===== src/rtl/clkgate_ctrl_pkg.sv =====
// Purpose: shared types and constants for the clock-gating controller.
// Latency: n/a (declarations only).
// Backpressure: n/a.
package clkgate_ctrl_pkg;

    // Controller states. The encoding is visible to anyone probing the branch,
    // so it is fixed rather than left to the tool.
    typedef enum logic [1:0] {
        ST_OFF  = 2'd0,
        ST_WAKE = 2'd1,
        ST_ON   = 2'd2,
        ST_IDLE = 2'd3
    } state_t;

    // Width of the OFF->WAKE event counter (present only in stats builds).
    localparam int WAKE_CNT_W = 16;

endpackage


===== src/rtl/clkgate_ctrl_timer.sv =====
// Purpose: load/decrement down-counter with a zero flag, shared by WAKE and IDLE.
// Latency: load and decrement take effect on the next CLK edge; zero reflects the current count.
// Backpressure: none; the counter stops at zero instead of wrapping.
//
// Ports:
//   CLK      in  1      always-on clock
//   RST      in  1      asynchronous active-high reset (count -> 0)
//   load     in  1      load load_val (wins over dec)
//   load_val in  CNT_W  value to load
//   dec      in  1      decrement by one if non-zero
//   zero     out 1      count == 0
module clkgate_ctrl_timer #(
    parameter int CNT_W = 4
) (
    input  logic             CLK,
    input  logic             RST,
    input  logic             load,
    input  logic [CNT_W-1:0] load_val,
    input  logic             dec,
    output logic             zero
);

    logic [CNT_W-1:0] cnt;

    always_ff @(posedge CLK or posedge RST) begin
        if (RST) begin
            cnt <= '0;
        end else if (load) begin
            cnt <= load_val;
        end else if (dec && (cnt != '0)) begin
            cnt <= cnt - 1'b1;
        end
    end

    assign zero = (cnt == '0);

endmodule


===== src/rtl/clkgate_ctrl.sv =====
// Purpose: clock-gating controller sharing one gated clock branch among NREQ requesters.
// Latency: ack WAKE_CYC+1 edges after req from OFF, 1 edge from ON/IDLE; clk_en drops IDLE_CYC edges after last req.
// Backpressure: none; level req/ack handshake, ack only while the gated clock is guaranteed running.
//
// Ports:
//   CLK       in  1           free-running always-on clock
//   RST       in  1           asynchronous active-high reset
//   req       in  NREQ        per-requester level request
//   ack       out NREQ        per-requester grant (gated clock running)
//   clk_en    out 1           enable to the downstream clock gate
//   busy      out 1           controller is not OFF
//   wake_cnt  out WAKE_CNT_W  saturating OFF->WAKE count (CLKGATE_CTRL_STATS_EN only)
//
// Build option: define CLKGATE_CTRL_STATS_EN to add the wake_cnt port and counter.
module clkgate_ctrl
    import clkgate_ctrl_pkg::*;
#(
    parameter int NREQ     = 4,
    parameter int WAKE_CYC = 2,
    parameter int IDLE_CYC = 8,
    parameter int CNT_W    = 4
) (
    input  logic                  CLK,
    input  logic                  RST,
    input  logic [NREQ-1:0]       req,
    output logic [NREQ-1:0]       ack,
    output logic                  clk_en,
    output logic                  busy
`ifdef CLKGATE_CTRL_STATS_EN
    ,
    output logic [WAKE_CNT_W-1:0] wake_cnt
`endif
);

    // Parameter sanity: the timer must be able to hold both load values.
    if ((NREQ < 1) || (NREQ > 16) || (WAKE_CYC < 1) || (IDLE_CYC < 1) || (CNT_W < 1) ||
        ((WAKE_CYC - 1) >= (1 << CNT_W)) || ((IDLE_CYC - 1) >= (1 << CNT_W))) begin : g_bad_params
        $error("clkgate_ctrl: illegal parameter combination");
    end

    localparam logic [CNT_W-1:0] WAKE_LOAD = CNT_W'(WAKE_CYC - 1);
    localparam logic [CNT_W-1:0] IDLE_LOAD = CNT_W'(IDLE_CYC - 1);

    state_t           state;
    state_t           next_state;
    logic             req_any;
    logic             tmr_load;
    logic [CNT_W-1:0] tmr_val;
    logic             tmr_dec;
    logic             tmr_zero;

    assign req_any = |req;

    clkgate_ctrl_timer #(
        .CNT_W (CNT_W)
    ) u_timer (
        .CLK      (CLK),
        .RST      (RST),
        .load     (tmr_load),
        .load_val (tmr_val),
        .dec      (tmr_dec),
        .zero     (tmr_zero)
    );

    // Next-state and timer control. The timer is only loaded on state entry,
    // so a single counter serves both the settle delay and the idle timeout.
    always_comb begin
        next_state = state;
        tmr_load   = 1'b0;
        tmr_val    = '0;
        tmr_dec    = 1'b0;
        case (state)
            ST_OFF: begin
                if (req_any) begin
                    next_state = ST_WAKE;
                    tmr_load   = 1'b1;
                    tmr_val    = WAKE_LOAD;
                end
            end
            ST_WAKE: begin
                // Runs to completion regardless of req so the enable never glitches.
                if (tmr_zero) begin
                    if (req_any) begin
                        next_state = ST_ON;
                    end else begin
                        next_state = ST_IDLE;
                        tmr_load   = 1'b1;
                        tmr_val    = IDLE_LOAD;
                    end
                end else begin
                    tmr_dec = 1'b1;
                end
            end
            ST_ON: begin
                if (!req_any) begin
                    next_state = ST_IDLE;
                    tmr_load   = 1'b1;
                    tmr_val    = IDLE_LOAD;
                end
            end
            ST_IDLE: begin
                // A request wins the tie against the timeout expiring.
                if (req_any) begin
                    next_state = ST_ON;
                end else if (tmr_zero) begin
                    next_state = ST_OFF;
                end else begin
                    tmr_dec = 1'b1;
                end
            end
            default: begin
                next_state = ST_OFF;
            end
        endcase
    end

    // Outputs are registered from next_state so they change on the same edge
    // as the state itself, with no combinational path from req.
    always_ff @(posedge CLK or posedge RST) begin
        if (RST) begin
            state  <= ST_OFF;
            clk_en <= 1'b0;
            busy   <= 1'b0;
            ack    <= '0;
        end else begin
            state  <= next_state;
            clk_en <= (next_state != ST_OFF);
            busy   <= (next_state != ST_OFF);
            ack    <= req & {NREQ{next_state == ST_ON}};
        end
    end

`ifdef CLKGATE_CTRL_STATS_EN
    always_ff @(posedge CLK or posedge RST) begin
        if (RST) begin
            wake_cnt <= '0;
        end else if ((state == ST_OFF) && (next_state == ST_WAKE) && (wake_cnt != '1)) begin
            wake_cnt <= wake_cnt + 1'b1;
        end
    end
`endif

endmodule

===== config.mk =====
export PLATFORM = sky130hd
export DESIGN_NAME = clkgate_ctrl
export DESIGN_NICKNAME = d
export VERILOG_FILES = /design/src/rtl/clkgate_ctrl_pkg.sv /design/src/rtl/clkgate_ctrl_timer.sv /design/src/rtl/clkgate_ctrl.sv
export SDC_FILE = /design/constraint.sdc
export NUM_CORES = 1
export LEC_CHECK = 0
export ABC_CLOCK_PERIOD_IN_PS = 3940
export CAP_MARGIN = 20
export CORE_MARGIN = 10
export CORE_UTILIZATION = 31
export DETAILED_ROUTE_END_ITERATION = 16
export HOLD_SLACK_MARGIN = 0.15
export SYNTH_ARGS = -nofsm -noshare
export SYNTH_HDL_FRONTEND = slang
export SYNTH_SLANG_ARGS = --single-unit

===== constraint.sdc =====
create_clock -name CLK -period 3.94 [get_ports CLK]
set_input_delay 0.394 -clock CLK [delete_from_list [all_inputs] [get_ports CLK]]
set_output_delay 0.394 -clock CLK [all_outputs]
set_load 0.005 [all_outputs]

==> results.md, run 1 <==
* Final ANT Viol Nets at 0
* Share of layout cells above drive strength 1 at 0.104
* Worst setup SP type: primary input
* Vias per cell at 5.03
* First-pass GRT wire length at 2340 µm
* CTS resizes at 0
* Status: completed
* Design Area, Final at a little under 800 µm²
* Post-CTS setup buffers at 0
* Initial antenna violation count at 0
* Syn Std Cell Area at 633 µm²
* Vias in the first global route at 522
* WHS at slightly above 0.4 ns
* Final Skew at 0.000855 ns
* # setup viols final at 0
* Synth area leader: dfrtp_1
* Top area cells in the synthesized netlist: dfrtp_1 (43%), nor2b_1 (4.9%), nor2_1 (4.7%)
* CP Capture Type: flip-flop
* RR Endpoint: u_timer.cnt[0]$_DFFE_PP0P_
* Max-Cap Viols at 0
* Final hold violations at 0
* Clk root buf: clkbuf_4
* Area grow syn2layout at 22.1%
* Most frequent cells in the layout: dfrtp_1 (11), clkdlybuf4s50_1 (11), nor2_1 (8)
* Actual slew at the worst max-slew pin at 0.788 ns
* Average size of a mapped cell at 9.45 µm²
* Post-synth top flop: dfrtp_1
* Routed wire length per instance at 13.4 µm
* Worst setup path endpoint: u_timer.cnt[1]$_DFFE_PP0P_
* RSZ-0062 raised after global routing: no
* TritonCTS Buffers at 3
* Required @ worst endpoint at ~4.1 ns
* # rows at 16
* GP Congestion at between 0.7 and 0.8
* FF-to-FF Start: u_timer.cnt[0]$_DFFE_PP0P_
* P per Cell Area at about 310 nW/µm²
* Leakage at 0.307 nW
* Clk pin slew, worst setup/hold paths at 0.07 ns
* Max Root-Sink Buffers at 2
* CTS tree: done
* Yosys reg bits at 11
* Clock Latency Late Sink at 0.27 ns
* Post-synthesis net count at 74
* GRT Total Usage at 0.0691
* Final wirelength at ~1400 µm
* Router iterations before antenna repair at 5
* Antenna Cells at 0
* Sink Count at 11
* Hold_buf cts at 0
* Post-synth top area share at 0.435
* Final Max Tran Viols at 0
* Synthesized instance count at 67
* FF-to-FF path depth at 6
* Critical Path AT at just under 2 ns
* DRC violations left at 0
* Die Area at 4250 µm²
* Worst hold path type: primary input to async pin
* Seq/Total Area, Yosys at 0.435
* Buffers added on ports at 11
* Setup CP Type: primary input to flip-flop
* TNS Setup at 0 ns
* Die X at 65.2 µm
* Relative slew slack at 0.470
* Global route total overflow at 0
* Synth cell types at 32
* Largest net degree at the start of global routing at 15
* CP Launch Point: req[3]
* Multi-input logic area at between 300 and 400 µm²
* Nets at 85
* HPWL after DPL at between 1000 and 1500 µm
* DR vias at 523
* Placed instance area at approximately 750 µm²
* I/O Pins at 12
* Flop2flop setup slack at 2.28 ns
* Core area at 1940 µm²
* Fmax at 566 MHz
* Number of enable flip-flop cells after synthesis at 0
* Reg area at 275 µm²
* Max Fanout on Critical Path at 5
* H-tree levels at 1
* Fillers at about 210
* DRT iter0 DRCs at 10
* Fraction of registers with async set/reset at 1.00
* Die height at 65.2 µm
* Final Cycle Share at 0.449
* Max IR drop VDD at 0.182 mV
* Starting density of the core at 0.326
* Syn. warnings at 0
* Tmin final at around 1.8 ns
==> where the power goes <==
| part | leakage, nW | internal (mW) | total, mW | switching, mW |
|---|---|---|---|---|
| combinational | 0.168 | 0.0178 | 0.0310 | 0.0132 |
| sequential | 0.124 | 0.120 | 0.130 | 0.00958 |
| clock | 0.0150 | 0.0392 | 0.0781 | 0.0389 |
| total | 0.307 | 0.177 | 0.239 | 0.0617 |
==> synthesized netlist by cell type (2+ instances only) <==
| library cell | number |
|---|---|
| dfrtp_1 | 11 |
| nor2_1 | 8 |
| nor2b_1 | 5 |
| inv_1 | 4 |
| a21oi_1 | 3 |
| clkbuf_1 | 3 |
| o21ai_1 | 3 |
| a22oi_1 | 2 |
| nand2_1 | 2 |
| o21ai_0 | 2 |
| o311ai_1 | 2 |
| o31ai_1 | 2 |
==> cells by family (layout without fill, tap and decap cells) <==
family	count (synthesis)	in the layout	synth area share
AOI/OAI and AO/OA	20	20	0.233
adders and majority gates	1	1	0.0198
DFF	11	11	0.435
and+or+nand+nor	26	26	0.241
buffers and inverters	9	19	0.0711
==> worst min-delay path by stage <==
| stage | endpoint | cells after the start | start |
|---|---|---|---|
| floorplan | ack[0]$_DFF_PP0_ | 1 | RST |
| global placement | u_timer.cnt[1]$_DFFE_PP0P_ | 2 | u_timer.cnt[1]$_DFFE_PP0P_ |
| detailed placement | u_timer.cnt[1]$_DFFE_PP0P_ | 2 | u_timer.cnt[1]$_DFFE_PP0P_ |
| CTS | busy$_DFF_PP0_ | 2 | RST |
| global route | u_timer.cnt[1]$_DFFE_PP0P_ | 2 | RST |
| finish | ack[2]$_DFF_PP0_ | 2 | RST |
==> through the flow <==
stage          total power [mW]  setup WS, ns  std cells   util
2_1_floorplan             0.148          2.37         67      -
3_3_place_gp              0.163          1.91        100  0.385
3_5_place_dp              0.163          1.90        100  0.385
4_1_cts                   0.241          2.19        104  0.398
5_1_grt                   0.250          2.07        104  0.398
6_report                  0.239          2.17        104  0.398
==> routing by layer <==
metal / share of wire / global-route usage
met5: 0 / 0
met4: 0.024 / 0.0481
met3: 0.052 / 0.0203
met2: 0.48 / 0.111
met1: 0.45 / 0.0768
==> worst max-delay path, cell delays in order <==
cell and delay, ns:
clkdlybuf4s50_1 0.43, nor4_1 0.71, o311ai_1 0.22, o211ai_1 0.20
==> state kept, by name, summed over array words and instances (netlist names) <==
signal / count
ack: 4
u_timer.cnt: 4
state: 2
busy: 1
==> layout make-up <==
type | instances | share of cell area
Clock buffer | 4 | 0.0340
Inverter | 4 | 0.0194
Multi-Input combinational cell | 47 | 0.405
Sequential cell | 11 | 0.356
Tap cell | 27 | 0.0437
Timing Repair Buffer | 11 | 0.142
Note: power is estimated with default switching activity, not from simulation.
==> run 2, diff against run 1 <==
Settings changed: ABC_CLOCK_PERIOD_IN_PS 3940 to 1500.
Clock period 3.94 ns to 1.5 ns, I/O delays scaled along.
==> results.md, run 2 (synthesis results as in run 1) <==
* Status: completed
* Largest net degree at the start of global routing at 15
* Fillers at 193
* Max IR drop VDD at 0.430 mV
* Worst slack, placed at -0.288 ns
* Share of layout cells above drive strength 1 at 0.356
* Max-Cap Viols at 0
* CP Capture Type: flip-flop
* GRT Total Usage at 0.0774
* H-tree levels at 1
* Worst setup path endpoint: u_timer.cnt[3]$_DFFE_PP0P_
* Most common cell after layout, fill and taps aside: buf_4
* Max Fanout on Critical Path at 2
* Die Area at 4250 µm²
* Max Root-Sink Buffers at 2
* Placed Cells at 112
* Worst stage delay on the critical path at 0.55 ns
* Reg area at ~280 µm²
* Worst hold path type: primary input to async pin
* Non-filler cells, final at around 120
* Clk root buf: clkbuf_4
* CP Launch Point: u_timer.cnt[1]$_DFFE_PP0P_
* Final hold violations at 0
* Final Cycle Share at 0.994
* Worst setup SP type: flip-flop
* Top Registers: ack x4, u_timer.cnt x4, state x2
* Crit path max-delay family: simple AND/OR/NAND/NOR gates
* HPWL after DPL at 1130 µm
* DRC violations left at 0
* Area grow syn2layout at 47.4%
* Crit path buffers/inverters at 1
* Fmax at 671 MHz
* Relative slew slack at 0.694
* TritonCTS Buffers at 3
* Clock Latency Late Sink at between 0.2 and 0.3 ns
* Final ANT Viol Nets at 0
* First-pass GRT wire length at 2590 µm
* Die height at 65.2 µm
* Vias per cell at around 5
* RSZ-0062 raised after global routing: yes
* Sink Count at 11
* Crit path cell chain: buf_4, or4_4, o31ai_4, a22oi_1, o21ai_1
* Flop2flop setup slack at between 0.008 and 0.009 ns
* Die X at 65.2 µm
* Nets at 98
* Post-layout worst setup margin at slightly below 0.009 ns
* Initial antenna violation count at 0
* Setup CP Type: flip-flop to flip-flop
* Leakage at around 0.38 nW
* Worst path depth at 5
* Routed wire length per instance at 13.6 µm
* Most frequent cells in the layout: buf_4 (12), dfrtp_1 (11), clkdlybuf4s50_1 (11)
* Global route total overflow at 0
* Actual slew at the worst max-slew pin at ~0.46 ns
* Final Skew at 0.000190 ns
* TNS Setup at 0 ns
* Antenna Cells at 0
* Final wirelength at ~1600 µm
* # setup viols final at 0
* I/O Pins at 12
* DRT iter0 DRCs at 10
* Final Max Tran Viols at 0
* Placed instance area at 837 µm²
* Multi-input logic area at 372 µm²
* Design Area, Final at 933 µm²
* Tmin final at 1.49 ns
* Buffers added on ports at 11
* DR vias at 586
* Core area at ~1900 µm²
* CTS tree: done
* Vias in the first global route at 583
* FF-to-FF Start: u_timer.cnt[1]$_DFFE_PP0P_
* WHS at 0.187 ns
* RR Endpoint: u_timer.cnt[3]$_DFFE_PP0P_
* P per Cell Area at 731 nW/µm²
* Required @ worst endpoint at 1.69 ns
* Slowest CP cell: or4_4
* Starting density of the core at 0.326
* Clk pin slew, worst setup/hold paths at 0.07 ns
* Router iterations before antenna repair at 4
* # rows at 16
* GP Congestion at between 0.7 and 0.8
* FF-to-FF path depth at 5
* Critical Path AT at 1.68 ns
[run 2: cell count changes in the layout (fill, tap and decap cells not counted), sizes merged]
cell	before	now
buf	0	13
[run 2: report_power, final]
| group | total (mW) | internal [mW] | switching (mW) |
|---|---|---|---|
| Combinational | 0.146 | 0.0822 | 0.0636 |
| Clock | 0.200 | 0.103 | 0.0975 |
| Sequential | 0.336 | 0.315 | 0.0209 |
[run 2: worst min path at each step]
stage,start,slack [ns],end,depth (start not counted)
finish,RST,0.19,busy$_DFF_PP0_,2
CTS,RST,0.19,ack[0]$_DFF_PP0_,2
detailed placement,RST,0.48,ack[3]$_DFF_PP0_,2
floorplan,RST,0.002,ack[0]$_DFF_PP0_,1
global placement,RST,0.48,busy$_DFF_PP0_,2
global route,RST,0.21,state[1]$_DFF_PP0_,2
[run 2: metrics by stage]
| step | util | power, mW |
|---|---|---|
| 4_1_cts | 0.459 | 0.671 |
| 5_1_grt | 0.481 | 0.731 |
| 2_1_floorplan | - | 0.389 |
| 3_5_place_dp | 0.431 | 0.454 |
| 3_3_place_gp | 0.431 | 0.452 |
| 6_report | 0.481 | 0.682 |
[run 2: final cells by class]
cell class	instances	area share
Sequential cell	11	0.295
Clock buffer	4	0.0282
Tap cell	27	0.0362
Inverter	4	0.0161
Timing Repair Buffer	24	0.227
Multi-Input combinational cell	47	0.398
[run 2: what timing repair did]
action | 4_1_cts | 5_1_grt
gates resized for setup | 7 | 8
endpoints found under the setup margin | 7 | 10
buffers inserted | 1 | 1
pin swaps | 4 | 8
hold buffers | 0 | 0
[run 2: routing by layer]
layer,GRT usage,share of wire
met5,0,0
met4,0.0642,0.019
met3,0.0136,0.034
met2,0.130,0.55
met1,0.0825,0.40
